--- src/rtl/ro_display_driver_pkg.sv ---
// Shared types, segment encodings and helpers for the Ro display driver.
// Segment vectors are ordered {g,f,e,d,c,b,a} and are active-low.
package display_pkg;

    typedef enum logic [1:0] {
        IDLE,
        SHIFT,
        DONE
    } conv_state_t;

    // Packed array: index 0 is the rightmost element of the literal.
    localparam logic [9:0][6:0] SEG_DIGIT = {
        7'b0010000,
        7'b0000000,
        7'b1111000,
        7'b0000010,
        7'b0010010,
        7'b0011001,
        7'b0110000,
        7'b0100100,
        7'b1111001,
        7'b1000000
    };
    localparam logic [6:0] SEG_BLANK = 7'b1111111;
    localparam logic [6:0] SEG_DASH  = 7'b0111111;

    function automatic logic [6:0] seg_decode(input logic [3:0] nibble);
        if (nibble > 4'd9) return SEG_DASH;
        return SEG_DIGIT[nibble];
    endfunction

    // Decimal digits needed for a BITS-wide unsigned value: ceil(bits*log10(2)).
    function automatic int digits_needed(input int bits);
        return (bits * 30103 + 99999) / 100000;
    endfunction

endpackage

--- src/rtl/ro_display_driver_if.sv ---
// Bundle between the execution-stage result bus and the display pins.
// The display driver is the slave; whoever drives Ro is the master.
interface ro_display_if #(
    parameter int BITS   = 8,
    parameter int DIGITS = 3
) ();
    logic [BITS-1:0]     Ro;
    logic [DIGITS-1:0]   an;
    logic [6:0]          seg;
    logic [4*DIGITS-1:0] bcd_out;
    logic                busy;

    modport master (output Ro, input an, seg, bcd_out, busy);
    modport slave  (input Ro, output an, seg, bcd_out, busy);
endinterface

--- src/rtl/ro_display_driver_bin_to_bcd_serial.sv ---
// Serial double-dabble converter: captures a changed input value and produces
// its packed BCD form BITS+1 cycles later.
module bin_to_bcd_serial
    import display_pkg::*;
#(
    parameter int BITS   = 8,
    parameter int DIGITS = 3
) (
    input  logic                clk,
    input  logic                rst,
    input  logic [BITS-1:0]     ro,
    output logic [4*DIGITS-1:0] bcd_out,
    output logic                busy
);
    localparam int CW = $clog2(BITS + 1);

    conv_state_t         state, state_nx;
    logic [BITS-1:0]     last_val, last_val_nx;
    logic [BITS-1:0]     bin_sr, bin_sr_nx;
    logic [4*DIGITS-1:0] bcd_acc, bcd_acc_nx, bcd_out_nx, adj;
    logic [CW-1:0]       cnt, cnt_nx;
    logic                busy_nx;

    always_ff @(posedge clk or posedge rst) begin
        if (rst) begin
            state    <= IDLE;
            last_val <= '0;
            bin_sr   <= '0;
            bcd_acc  <= '0;
            cnt      <= '0;
            bcd_out  <= '0;
            busy     <= 1'b0;
        end else begin
            state    <= state_nx;
            last_val <= last_val_nx;
            bin_sr   <= bin_sr_nx;
            bcd_acc  <= bcd_acc_nx;
            cnt      <= cnt_nx;
            bcd_out  <= bcd_out_nx;
            busy     <= busy_nx;
        end
    end

    always_comb begin
        adj = bcd_acc;
        for (int i = 0; i < DIGITS; i++) begin
            if (bcd_acc[4*i +: 4] >= 4'd5) adj[4*i +: 4] = bcd_acc[4*i +: 4] + 4'd3;
        end
    end

    always_comb begin
        state_nx    = state;
        last_val_nx = last_val;
        bin_sr_nx   = bin_sr;
        bcd_acc_nx  = bcd_acc;
        cnt_nx      = cnt;
        bcd_out_nx  = bcd_out;
        busy_nx     = busy;
        case (state)
            IDLE: begin
                if (ro != last_val) begin
                    bin_sr_nx   = ro;
                    last_val_nx = ro;
                    bcd_acc_nx  = '0;
                    cnt_nx      = CW'(BITS);
                    busy_nx     = 1'b1;
                    state_nx    = SHIFT;
                end
            end
            SHIFT: begin
                bcd_acc_nx = {adj[4*DIGITS-2:0], bin_sr[BITS-1]};
                bin_sr_nx  = bin_sr << 1;
                cnt_nx     = cnt - CW'(1);
                if (cnt == CW'(1)) state_nx = DONE;
            end
            DONE: begin
                bcd_out_nx = bcd_acc;
                busy_nx    = 1'b0;
                state_nx   = IDLE;
            end
            default: state_nx = IDLE;
        endcase
    end

endmodule

--- src/rtl/ro_display_driver.sv ---
// Converts the execution-stage result Ro to BCD and scans it onto a
// multiplexed common-anode 7-segment display with optional leading-zero blanking.
module ro_display_driver
    import display_pkg::*;
#(
    parameter int BITS        = 8,
    parameter int DIGITS      = 3,
    parameter int REFRESH_DIV = 50000,
    parameter int BLANK_LZ    = 1
) (
    input  logic clk,
    input  logic rst,
    ro_display_if.slave bus
);
    localparam int RW = (REFRESH_DIV > 1) ? $clog2(REFRESH_DIV) : 1;
    localparam int IW = (DIGITS > 1) ? $clog2(DIGITS) : 1;

    if (DIGITS < digits_needed(BITS)) begin : g_digits_chk
        $error("ro_display_driver: DIGITS too small for BITS");
    end
    if (REFRESH_DIV < 1) begin : g_refresh_chk
        $error("ro_display_driver: REFRESH_DIV must be at least 1");
    end

    logic [4*DIGITS-1:0] bcd_val;
    logic [RW-1:0]       refresh_cnt;
    logic [IW-1:0]       dig_idx;
    logic [4*DIGITS-1:0] upper;
    logic [3:0]          nib;
    logic [6:0]          seg_nx;
    logic [DIGITS-1:0]   an_nx;
    logic [DIGITS-1:0]   an_q;
    logic [6:0]          seg_q;

    bin_to_bcd_serial #(.BITS(BITS), .DIGITS(DIGITS)) u_conv (
        .clk     (clk),
        .rst     (rst),
        .ro      (bus.Ro),
        .bcd_out (bcd_val),
        .busy    (bus.busy)
    );

    assign bus.bcd_out = bcd_val;
    assign bus.an      = an_q;
    assign bus.seg     = seg_q;

    always_ff @(posedge clk or posedge rst) begin
        if (rst) begin
            refresh_cnt <= '0;
            dig_idx     <= '0;
        end else if (refresh_cnt == RW'(REFRESH_DIV - 1)) begin
            refresh_cnt <= '0;
            dig_idx     <= (dig_idx == IW'(DIGITS - 1)) ? '0 : dig_idx + IW'(1);
        end else begin
            refresh_cnt <= refresh_cnt + RW'(1);
        end
    end

    // A digit is blank when it and every more-significant nibble are zero.
    always_comb begin
        upper  = bcd_val >> {dig_idx, 2'b00};
        nib    = bcd_val[{dig_idx, 2'b00} +: 4];
        an_nx  = ~(DIGITS'(1) << dig_idx);
        seg_nx = seg_decode(nib);
        if (BLANK_LZ != 0 && dig_idx != '0 && upper == '0) seg_nx = SEG_BLANK;
    end

    always_ff @(posedge clk or posedge rst) begin
        if (rst) begin
            an_q  <= '1;
            seg_q <= 7'h7F;
        end else begin
            an_q  <= an_nx;
            seg_q <= seg_nx;
        end
    end

endmodule
--- src/flat_wrapper.sv ---
// flat-port wrapper written by rule: the top's interface ports become plain ports
module ro_display_driver_flat import display_pkg::*;
#(
    parameter int BITS        = 8,
    parameter int DIGITS      = 3,
    parameter int REFRESH_DIV = 50000,
    parameter int BLANK_LZ    = 1
)
  (clk, rst, bus_Ro, bus_an, bus_seg, bus_bcd_out, bus_busy);
  ro_display_if #(.BITS(BITS), .DIGITS(DIGITS)) bus_i ();
  input  logic clk;
  input  logic rst;
  input wire logic [$bits(bus_i.Ro)-1:0] bus_Ro;
  output wire logic [$bits(bus_i.an)-1:0] bus_an;
  output wire logic [$bits(bus_i.seg)-1:0] bus_seg;
  output wire logic [$bits(bus_i.bcd_out)-1:0] bus_bcd_out;
  output wire logic [$bits(bus_i.busy)-1:0] bus_busy;
  assign bus_i.Ro = bus_Ro;
  assign bus_an = bus_i.an;
  assign bus_seg = bus_i.seg;
  assign bus_bcd_out = bus_i.bcd_out;
  assign bus_busy = bus_i.busy;
  ro_display_driver #(.BITS(BITS), .DIGITS(DIGITS), .REFRESH_DIV(REFRESH_DIV), .BLANK_LZ(BLANK_LZ)) u_core (.clk(clk), .rst(rst), .bus(bus_i));
endmodule
--- config.mk ---
export PLATFORM = sky130hd
export DESIGN_NAME = ro_display_driver_flat
export DESIGN_NICKNAME = d
export VERILOG_FILES = /design/src/rtl/ro_display_driver_pkg.sv /design/src/rtl/ro_display_driver_if.sv /design/src/rtl/ro_display_driver_bin_to_bcd_serial.sv /design/src/rtl/ro_display_driver.sv /design/src/flat_wrapper.sv
export SDC_FILE = /design/constraint.sdc
export NUM_CORES = 1
export LEC_CHECK = 0
export ABC_AREA = 1
export CORE_ASPECT_RATIO = 1.5
export CORE_MARGIN = 5
export CORE_UTILIZATION = 60
export CTS_CLUSTER_DIAMETER = 40
export DETAILED_ROUTE_END_ITERATION = 7
export HOLD_SLACK_MARGIN = 0.08
export PLACE_DENSITY = 0.84
export SYNTH_ARGS = -nofsm -noshare
export SYNTH_HDL_FRONTEND = slang
export SYNTH_SLANG_ARGS = --single-unit
export TNS_END_PERCENT = 100
--- constraint.sdc ---
create_clock -name clk -period 3.57 [get_ports clk]
set_input_delay 0.5355 -clock clk [delete_from_list [all_inputs] [get_ports clk]]
set_output_delay 0.5355 -clock clk [all_outputs]
set_load 0.02 [all_outputs]
==> results of run 1 <==
==> worst max-delay path, delay by kind of cell <==
kind / cells / cell delay (ns)
simple gates: 7 / 0.89
buf+inv: 2 / 0.87
xor+xnor: 1 / 0.14
==> layout make-up <==
class / instances / area, um^2
repair buffers: 35 / 355
well taps: 74 / 92.6
clock inverters: 4 / 47.5
inverters: 68 / 255
fillers: 457 / 1720
multi-input cells: 321 / 1650
clock buffers: 12 / 165
flip-flops and latches: 75 / 1890
==> power groups by stage <==
stage / registers, uW / logic [uW] / clock network [uW]
after floorplan: 1450 / 992 / 0
after global placement: 1370 / 1470 / 0
after detailed placement: 1380 / 1530 / 0
after CTS: 1370 / 1540 / 695
after global routing: 1410 / 1740 / 728
final: 1370 / 1520 / 678
==> cells in the final DEF (no fill, tap or decap), types with 6 or more instances in the layout <==
| master | count |
|---|---|
| a21oi_1 | 11 |
| clkbuf_8 | 12 |
| clkdlybuf4s50_1 | 32 |
| dfrtp_1 | 65 |
| dfstp_2 | 10 |
| ha_1 | 14 |
| inv_1 | 61 |
| inv_2 | 7 |
| nand2_1 | 126 |
| nand3_1 | 43 |
| nand4_1 | 8 |
| nor2_1 | 37 |
| o21ai_0 | 37 |
| xnor2_1 | 6 |
| xor2_1 | 10 |
==> layer usage <==
layer | wire [um] | up-vias
met1 | 2940 | 1510
li1 | - | 1571
met5 | 0 | -
met3 | 312 | 22
met4 | 223 | 0
met2 | 4200 | 70
==> worst max-delay path by stage <==
| stage | start | endpoint | slack (ns) | cells past startpoint |
|---|---|---|---|---|
| floorplan | rst | u_core.dig_idx[0]$_DFFE_PP0N_ | 1.14 | 1 |
| global placement | bus_Ro[0] | u_core.u_conv.bin_sr[2]$_DFFE_PP0P_ | 1.13 | 10 |
| detailed placement | bus_Ro[0] | u_core.u_conv.bin_sr[7]$_DFFE_PP0P_ | 1.05 | 10 |
| CTS | bus_Ro[0] | u_core.u_conv.bin_sr[7]$_DFFE_PP0P_ | 1.42 | 10 |
| global route | bus_Ro[0] | u_core.u_conv.bin_sr[1]$_DFFE_PP0P_ | 1.18 | 10 |
| finish | bus_Ro[0] | u_core.u_conv.bin_sr[7]$_DFFE_PP0P_ | 1.37 | 10 |
==> Yosys cell counts (all sizes together) <==
| master | count | share of area, % |
|---|---|---|
| nand4 | 8 | 1.3 |
| nor2 | 43 | 4.7 |
| buf | 5 | 0.65 |
| o21ai | 42 | 5.5 |
| inv | 68 | 6.6 |
| nand2 | 130 | 13 |
| xor2 | 10 | 2.3 |
| or2 | 3 | 0.49 |
| dfrtp | 65 | 42 |
| ha | 14 | 4.6 |
| nor4 | 1 | 0.33 |
| nand3 | 44 | 6.1 |
| nor3 | 5 | 1.1 |
| o211ai | 4 | 0.91 |
| clkbuf | 5 | 0.49 |
| xnor2 | 6 | 1.4 |
| dfstp | 10 | 6.8 |
| a21oi | 11 | 1.4 |
==> flip-flops by register name, indices dropped and copies added (netlist names) <==
name	flops
u_core.u_conv.cnt	4
u_core.dig_idx	2
u_core.refresh_cnt	16
u_core.u_conv.busy	1
u_core.bus.seg	7
u_core.bus.an	3
u_core.u_conv.bcd_out	12
u_core.u_conv.bin_sr	8
u_core.u_conv.state	2
u_core.u_conv.bcd_acc	12
u_core.u_conv.last_val	8
==> logic make-up after synthesis <==
logic type,share of synthesized area (%)
buffers and inverters,7.79
xor gates and xnor gates,3.65
adders and majority gates,4.56
AOI/OAI and AO/OA,7.82
DFF,49.2
and+or+nand+nor,27.0
==> stage by stage <==
stage                     utilization [%]  total power [uW]  cells  instance area (um^2)  setup WS (ns)
after CTS                            72.2              3600    589                  4460           1.42
after global placement               68.7              2840    573                  4240           1.13
after floorplan                         -              2440    474                  3840           1.14
after detailed placement             68.7              2910    573                  4240           1.05
after global routing                 72.2              3880    589                  4460           1.18
final                                72.2              3570    589                  4460           1.37
==> metrics.txt, run 1 <==
Vias=3173; Core Area=6170 um^2; Synth cell types=28; hold buffer count at cts=0; CTS buffer count=9; Hold Path Depth=1; WS Path Type=primary input to flip-flop; diodes inserted=0; Hold Startpoint=u_core.refresh_cnt[0]$_DFF_PP0_; DRT Pass-1 Iters=5; final period utilization=61.7%; CP peak stage delay=0.51 ns; Max rail drop VDD=671 uV; syn nets=498; M3 GR Usage=4.00%; setup bufs post-CTS=0; largest net degree at the start of global routing=42; met2 Use GR=37.8%; Worst Setup End Kind=flip-flop; Combinational Power Share=42.6%; Slew @ Worst Pin=0.746 ns; synth warn=0; critical path launch point type=primary input; sequential share of power=38.4%; die area=8130 um^2; final setup TNS=0 ns; reg2reg path depth=9; post-CTS sizing=0; Clock Tree Buf Depth=2; site row count=35; Yosys reg bits=75; CP cell instances=clkdlybuf4s50_1 -> xnor2_1 -> nand2_1 -> nor2_1 -> nand2_1 -> nand2_1 -> buf_4 -> nand2_1 -> nand2_1 -> nand2_1; Synth Area per Inst=8.10 um^2; routed wire length per instance=13.0 um; CTS tree=done; Cells after Synth=474; synth-to-layout area growth=16.1%; Min-Delay Path Class=flip-flop to flip-flop; antenna-violating nets left=0; Post-Synthesis Cell Area=3840 um^2; RSZ-0062 raised after global routing=no; Critical R2R Launch=u_core.u_conv.last_val[3]$_DFFE_PP0P_; hold violation total from the final report=0; HPWL after DPL=5.67 mm; Worst-path clk slew=0.07 ns; Via density=5.39; static leakage=0.00225 uW; worst path required time=3.80 ns; CTS H-Tree Depth=3; vias in the first global route=3105; Pins Over Slew Limit=0; DRC violations left=0; r2r endpoint=u_core.u_conv.bin_sr[7]$_DFFE_PP0P_; Crit Path Max Fanout=37; IO Port Bufs=32; die height=108 um; final setup vio count=0; Initial Util=62.2%; Worst-Skew Late Latency=0.34 ns; Seq/Total Area, Yosys=49.2%; most used cell, CP=nand2_1; max-cap violations=0; Max Clk Rate=0.454 GHz; WHS=0.486 ns; fin crit period=2.20 ns; run status=completed; r2r setup slk=1.64 ns; ratio of cells with drive above 1 in the final layout=10.3%; RD Place Congestion=0.839; M1 GR Usage=23.5%; Clock Skew=0.0140 ns; CTS sink cnt=75; initial antenna violation count=0; Layout Nets=534; Root Driver=clkbuf_8; internal power=2140 uW; grt total ovfl=0; GRT Total Usage=21.2%; initial DRC count=145; WP data arrival=2.44 ns; Most Crowded Layer GR=met2; max_slew headroom=50.2%; Net Sw Frac=40.1%; Routed WL=7.68 mm; die width=75.3 um; Ports=33; Net Sw Power=1430 uW; CP max-delay cell=clkdlybuf4s50_1; hold path endpoint=u_core.refresh_cnt[0]$_DFF_PP0_; pwr dens=802 nW/um^2; share of total power in the clock network=19.0%; first-pass GRT wire length=13.4 mm
(Power assumes the default switching activity.)
==> inputs of run 2 (changes only) <==
- CORE_UTILIZATION: 60 -> 58
- PLACE_DENSITY: 0.84 -> 0.82
- clock period: 3.57 -> 2.19 ns (I/O delays scaled with it)
==> run 2 against run 1 <==
  * Critical path type is now flip-flop to flip-flop
  * Clock skew down 0.0073 ns
  * Largest cell class unchanged
  * Total power rose by 65%
  * Worst hold slack worse by 0.18 ns
  * First-iteration DRC count increased by 62%
  * Highest routed layer unchanged
  * Die area grew 3.1%
  * Register-to-register slack worse by 1.3 ns
  * Core utilization fell by 3.1 points
  * Critical path depth fell by 2
==> metrics.txt, run 2 (synthesis gave the netlist of run 1 again) <==
sequential share of power=37.9% (-0.5 points); worst path required time=2.48 ns (-1.32 ns); Critical R2R Launch=u_core.dig_idx[1]$_DFFE_PP0N_; setup bufs post-CTS=0 (unchanged); max_slew headroom=60.3% (+10 points); antenna-violating nets left=0 (unchanged); RD Place Congestion=0.801 (-4.5%); total area of sequential cells=1890 um^2 (unchanged); Worst Setup End Kind=flip-flop; RSZ-0062 raised after global routing=no; Pwr Total=5890 uW (+65%); WHS=0.304 ns (-0.182 ns); most frequent cells in the layout=nand2_1, dfrtp_1, inv_1, nand3_1; Reg with most FFs=u_core.refresh_cnt; Placement Cell Area=4270 um^2 (+0.62%); Worst-path clk slew=0.07 ns (about the same); Worst-Skew Late Latency=0.36 ns (+0.02 ns); Ports=33 (unchanged); CTS H-Tree Depth=3 (unchanged); Crit Path Max Fanout=6 (-84%); final period utilization=84.9%; first-pass GRT wire length=13.2 mm (-1.3%); fill cell count=520 (+14%); hold buffer count at cts=0 (unchanged); r2r setup slk=0.33 ns (-1.31 ns); Net Sw Power=2350 uW (+64%); hold violation total from the final report=0 (unchanged); DRT Pass-1 Iters=4 (-1); Combinational Power Share=43.0% (+0.4 points); grt total ovfl=0 (unchanged); final setup TNS=0 ns (unchanged); largest net degree at the start of global routing=62 (+48%); Root Driver=clkbuf_8; CTS sink cnt=75 (unchanged); Core Area=6490 um^2 (+5.0%); CTS tree=done; Pins Over Slew Limit=0 (unchanged); initial DRC count=235 (+62%); Clock Tree Buf Depth=2 (unchanged); post-placement cell count=576 (+0.52%); reg2reg path depth=8 (-1); Net Sw Frac=39.9% (-0.21 points); max reg flops=16 (unchanged); crit-path leading delay family=simple AND/OR/NAND/NOR gates; initial antenna violation count=0 (unchanged); die width=76.4 um (+1.5%); Max rail drop VDD=775 uV (+16%); post-CTS sizing=0 (unchanged); site row count=36 (+2.9%); CP bufs+invs=1 (-1); GRT Total Usage=19.6% (-1.6 points); CTS buffer count=9 (unchanged); IO Port Bufs=32 (unchanged); Vias=3175 (+0.063%); ratio of cells with drive above 1 in the final layout=10.3% (-0.020 points); critical path launch point type=flip-flop; most common cell after layout, fill and taps aside=nand2_1; Slew @ Worst Pin=0.594 ns (-0.151 ns); Routed WL=7.68 mm (about the same); final std cells w/o fill=592 (+0.51%); final setup vio count=0 (unchanged); CP max-delay cell=dfrtp_1; Top Registers=u_core.refresh_cnt x16, u_core.u_conv.bcd_acc x12, u_core.u_conv.bcd_out x12; Layout Nets=535 (+0.19%); internal power=3540 uW (+65%); HPWL after DPL=5.54 mm (-2.3%); max-cap violations=0 (unchanged); Clock Skew=0.00672 ns (-0.00727 ns); CP cell instances=nand2_2 -> nor2_1 -> nor3_2 -> inv_1 -> ha_1 -> or2_1 -> o211ai_1 -> nand2_1; vias in the first global route=3085 (-0.64%); Initial Util=59.2% (-3.0 points); Via density=5.36 (-0.44%); die area=8380 um^2 (+3.1%); Design Area, Final=4480 um^2 (+0.48%); r2r endpoint=u_core.bus.seg[0]$_DFF_PP1_; static leakage=0.00226 uW (+0.33%); DRC violations left=0 (unchanged); Min-Delay Path Class=primary input to asynchronous set/reset pin; pwr dens=1320 nW/um^2 (+64%); share of total power in the clock network=19.1% (about the same); WP data arrival=2.15 ns (-0.29 ns); routed wire length per instance=13.0 um (-0.55%); WS Path Type=flip-flop to flip-flop; synth-to-layout area growth=16.6%; fin crit period=1.86 ns; die height=110 um (+1.6%); CP peak stage delay=0.47 ns (-0.04 ns); area used by multi-input combinational logic=1650 um^2 (unchanged); run status=completed; Max Clk Rate=0.538 GHz; diodes inserted=0 (unchanged)
run 2: worst max-delay path by stage:
stage,cells after the start,slack (ns),startpoint,endpoint
4_1_cts,8,0.33,u_core.dig_idx[1]$_DFFE_PP0N_,u_core.bus.seg[0]$_DFF_PP1_
2_1_floorplan,8,0.52,u_core.dig_idx[1]$_DFFE_PP0N_,u_core.bus.seg[0]$_DFF_PP1_
3_5_place_dp,9,0.26,bus_Ro[0],u_core.u_conv.bin_sr[7]$_DFFE_PP0P_
3_3_place_gp,9,0.34,bus_Ro[0],u_core.u_conv.bin_sr[1]$_DFFE_PP0P_
5_1_grt,10,0.14,u_core.dig_idx[1]$_DFFE_PP0N_,u_core.bus.seg[4]$_DFF_PP1_
6_report,8,0.33,u_core.dig_idx[1]$_DFFE_PP0N_,u_core.bus.seg[0]$_DFF_PP1_
run 2: cell type report:
| class | count | area share [%] |
|---|---|---|
| clock buffers | 10 | 2.85 |
| clock inverters | 6 | 1.79 |
| inverters | 68 | 5.79 |
| multi-input cells | 321 | 36.9 |
| flip-flops and latches | 75 | 42.2 |
| well taps | 76 | 2.12 |
| repair buffers | 36 | 8.38 |
run 2: layer usage:
| metal | vias to the layer above | part of all wire, % | GRT usage [%] |
|---|---|---|---|
| met1 | 1525 | 39 | 21.0 |
| li1 | 1579 | - | - |
| met4 | 0 | 2.4 | 7.88 |
| met2 | 55 | 54 | 36.5 |
| met5 | - | 0 | 0 |
| met3 | 16 | 3.8 | 5.25 |
run 2: power by group through the flow:
stage | combinational (uW) | clock, uW | sequential [uW]
2_1_floorplan | 1620 | 0 | 2370
3_3_place_gp | 2430 | 0 | 2230
3_5_place_dp | 2530 | 0 | 2250
4_1_cts | 2550 | 1150 | 2230
5_1_grt | 2890 | 1210 | 2290
6_report | 2530 | 1120 | 2230
run 2: metrics by stage:
step,util [%],setup slack (ns)
detailed placement,65.8,0.258
global route,69.0,0.137
finish,69.0,0.332
floorplan,-,0.524
CTS,69.0,0.326
global placement,65.8,0.337
==> RTL change (settings of run 1) <==
`DIGITS` is set to 3 in 4 places; all go to 6.
--- a/src/rtl/ro_display_driver_if.sv
+++ b/src/rtl/ro_display_driver_if.sv
@@ -2,7 +2,7 @@
 // The display driver is the slave; whoever drives Ro is the master.
 interface ro_display_if #(
     parameter int BITS   = 8,
-    parameter int DIGITS = 3
+    parameter int DIGITS = 6
 ) ();
     logic [BITS-1:0]     Ro;
     logic [DIGITS-1:0]   an;
--- a/src/rtl/ro_display_driver_bin_to_bcd_serial.sv
+++ b/src/rtl/ro_display_driver_bin_to_bcd_serial.sv
@@ -4,7 +4,7 @@
     import display_pkg::*;
 #(
     parameter int BITS   = 8,
-    parameter int DIGITS = 3
+    parameter int DIGITS = 6
 ) (
     input  logic                clk,
     input  logic                rst,
--- a/src/rtl/ro_display_driver.sv
+++ b/src/rtl/ro_display_driver.sv
@@ -4,7 +4,7 @@
     import display_pkg::*;
 #(
     parameter int BITS        = 8,
-    parameter int DIGITS      = 3,
+    parameter int DIGITS      = 6,
     parameter int REFRESH_DIV = 50000,
     parameter int BLANK_LZ    = 1
 ) (
--- a/src/flat_wrapper.sv
+++ b/src/flat_wrapper.sv
@@ -2,7 +2,7 @@
 module ro_display_driver_flat import display_pkg::*;
 #(
     parameter int BITS        = 8,
-    parameter int DIGITS      = 3,
+    parameter int DIGITS      = 6,
     parameter int REFRESH_DIV = 50000,
     parameter int BLANK_LZ    = 1
 )
Ports: changed (resized bus_an and bus_bcd_out); port bits go from 33 to 48. The function was not compared with the original's and may differ.
==> RTL change against run 1 <==
Sequential cell count grew 28; critical endpoint is now u_core.bus.seg[1]; area after synthesis grew 44%; routed wire length grew 59%; die area grew 39%; cell area grew 43%; highest routed layer unchanged; setup slack lost 0.37 ns; sequential power grew 46%; total power grew 51%; hold slack gained 0.0054 ns; global-route usage grew 2.6 points; largest cell class unchanged.
==> RTL change: results (changes against run 1) <==
* Synth area leaders: dfrtp_1 41%, nand2_1 10%, dfstp_2 6.2% (was dfrtp_1 42%, nand2_1 12%, dfstp_2 6.8%)
* Status: finished, final reports clean (unchanged)
* DP Wirelength at 8795 um (was 5669 um)
* Startpoint Class: flop (was input pin)
* Place WS at 1.020 ns (was 1.052 ns)
* Reg2Reg Launch Point: u_core.dig_idx[0] (was u_core.u_conv.last_val[3])
* Fin Clk Skew at 0.005076 ns (was 0.01399 ns)
* Cells on worst reg2reg path at 11 (was 9)
* LEAKAGE at 3.078 nW (was 2.252 nW)
* Metal-1 WL at 4596 um (was 2943 um)
* Post-Synth XOR/XNOR Area at 0.02535 (was 0.03651)
* Met3 wire len at 538 um (was 312 um)
* Commonest cells in the netlist: 153 x nand2_1, 90 x dfrtp_1, 88 x inv_1, 66 x o21ai_0, 47 x nor2_1 (was 126 x nand2_1, 65 x dfrtp_1, 62 x inv_1, 43 x nand3_1)
* Largest net degree at the start of global routing at 51 (was 42)
* Drt wl/cell at 14.83 um (was 13.04 um)
* Wire length on met2 at 6782 um (was 4203 um)
* Root buf cell: clkbuf_16 (was clkbuf_8)
* All-Layer GR Usage at 0.2375 (was 0.2120)
* Regs by FF count: u_core.u_conv.bcd_acc x24, u_core.u_conv.bcd_out x24, u_core.refresh_cnt x16 (was u_core.refresh_cnt x16, u_core.u_conv.bcd_acc x12, u_core.u_conv.bcd_out x12)
* PortBufs at 47 (was 32)
* Vias in the first global route at 4672 (was 3105)
* First-pass GRT wire length at 21360 um (was 13410 um)
* Total Nets Final at 740 (was 534)
* Compound-Gate Fraction of Synth Area at 0.1053 (was 0.07823)
* WP data arrival at 2.86 ns (was 2.44 ns)
* Worst setup path endpoint: u_core.bus.seg[1] (was u_core.u_conv.bin_sr[7])
* Proportion of layout cells with a drive suffix above 1 at 0.1148 (was 0.1029)
* Drt initial violations at 285 (was 145)
* Worst-Margin Slew at 0.7174 ns (was 0.7458 ns)
* Final non-filler cell total at 826 (was 589)
* Fraction of the mapped netlist area in adder cells at 0.04753 (was 0.04563)
* Routability cong. at 1.015 (was 0.8389)
==> RTL change: cell count changes in the layout (fill, tap and decap cells not counted), sizes merged, moves of 4 or more <==
| cell | change |
|---|---|
| nand2 | +32 |
| o21ai | +29 |
| inv | +26 |
| dfrtp | +25 |
| nand3 | +22 |
| a21oi | +21 |
| clkdlybuf4s50 | +15 |
| nor2 | +8 |
| ha | +7 |
| nand3b | +4 |
==> RTL change: worst min path at each step <==
stage | slack, ns | endpoint
6_report | 0.49 | u_core.refresh_cnt[0]
2_1_floorplan | 0.43 | u_core.refresh_cnt[0]
3_5_place_dp | 0.46 | u_core.u_conv.bcd_acc[0]
4_1_cts | 0.49 | u_core.refresh_cnt[0]
3_3_place_gp | 0.45 | u_core.refresh_cnt[0]
5_1_grt | 0.51 | u_core.refresh_cnt[0]
==> RTL change: power by group <==
| part | internal (mW) | switching, mW |
|---|---|---|
| Combinational | 0.919 | 1.43 |
| Sequential | 1.60 | 0.401 |
| Clock | 0.612 | 0.432 |
==> RTL change: worst max-delay path: stages, from the launching register on <==
cell and delay, ns:
dfrtp_1 0.81, inv_2 0.24, nand2_1 0.17, nor2_1 0.06
o21ai_0 0.26, nand3b_1 0.22, inv_1 0.16, ha_1 0.20
nand3_2 0.08, a21oi_2 0.12, nand2_2 0.11, nand2_1 0.09
==> RTL change: final cells by class <==
type                       instances  area, um^2
sequential                       103        2594
fill                             700        2791
multi-input combinational        449        2429
inverter                          94       357.8
clock inverter                     6       85.08
clock buffer                      10       229.0
timing repair buffer              52       520.5
tap                              112       140.1
==> RTL change: routing by layer <==
metal | global-route usage | vias up
met5 | 0 | -
met4 | 0.09875 | 0
met3 | 0.04258 | 30
met2 | 0.4288 | 130
met1 | 0.2688 | 2233
li1 | - | 2222
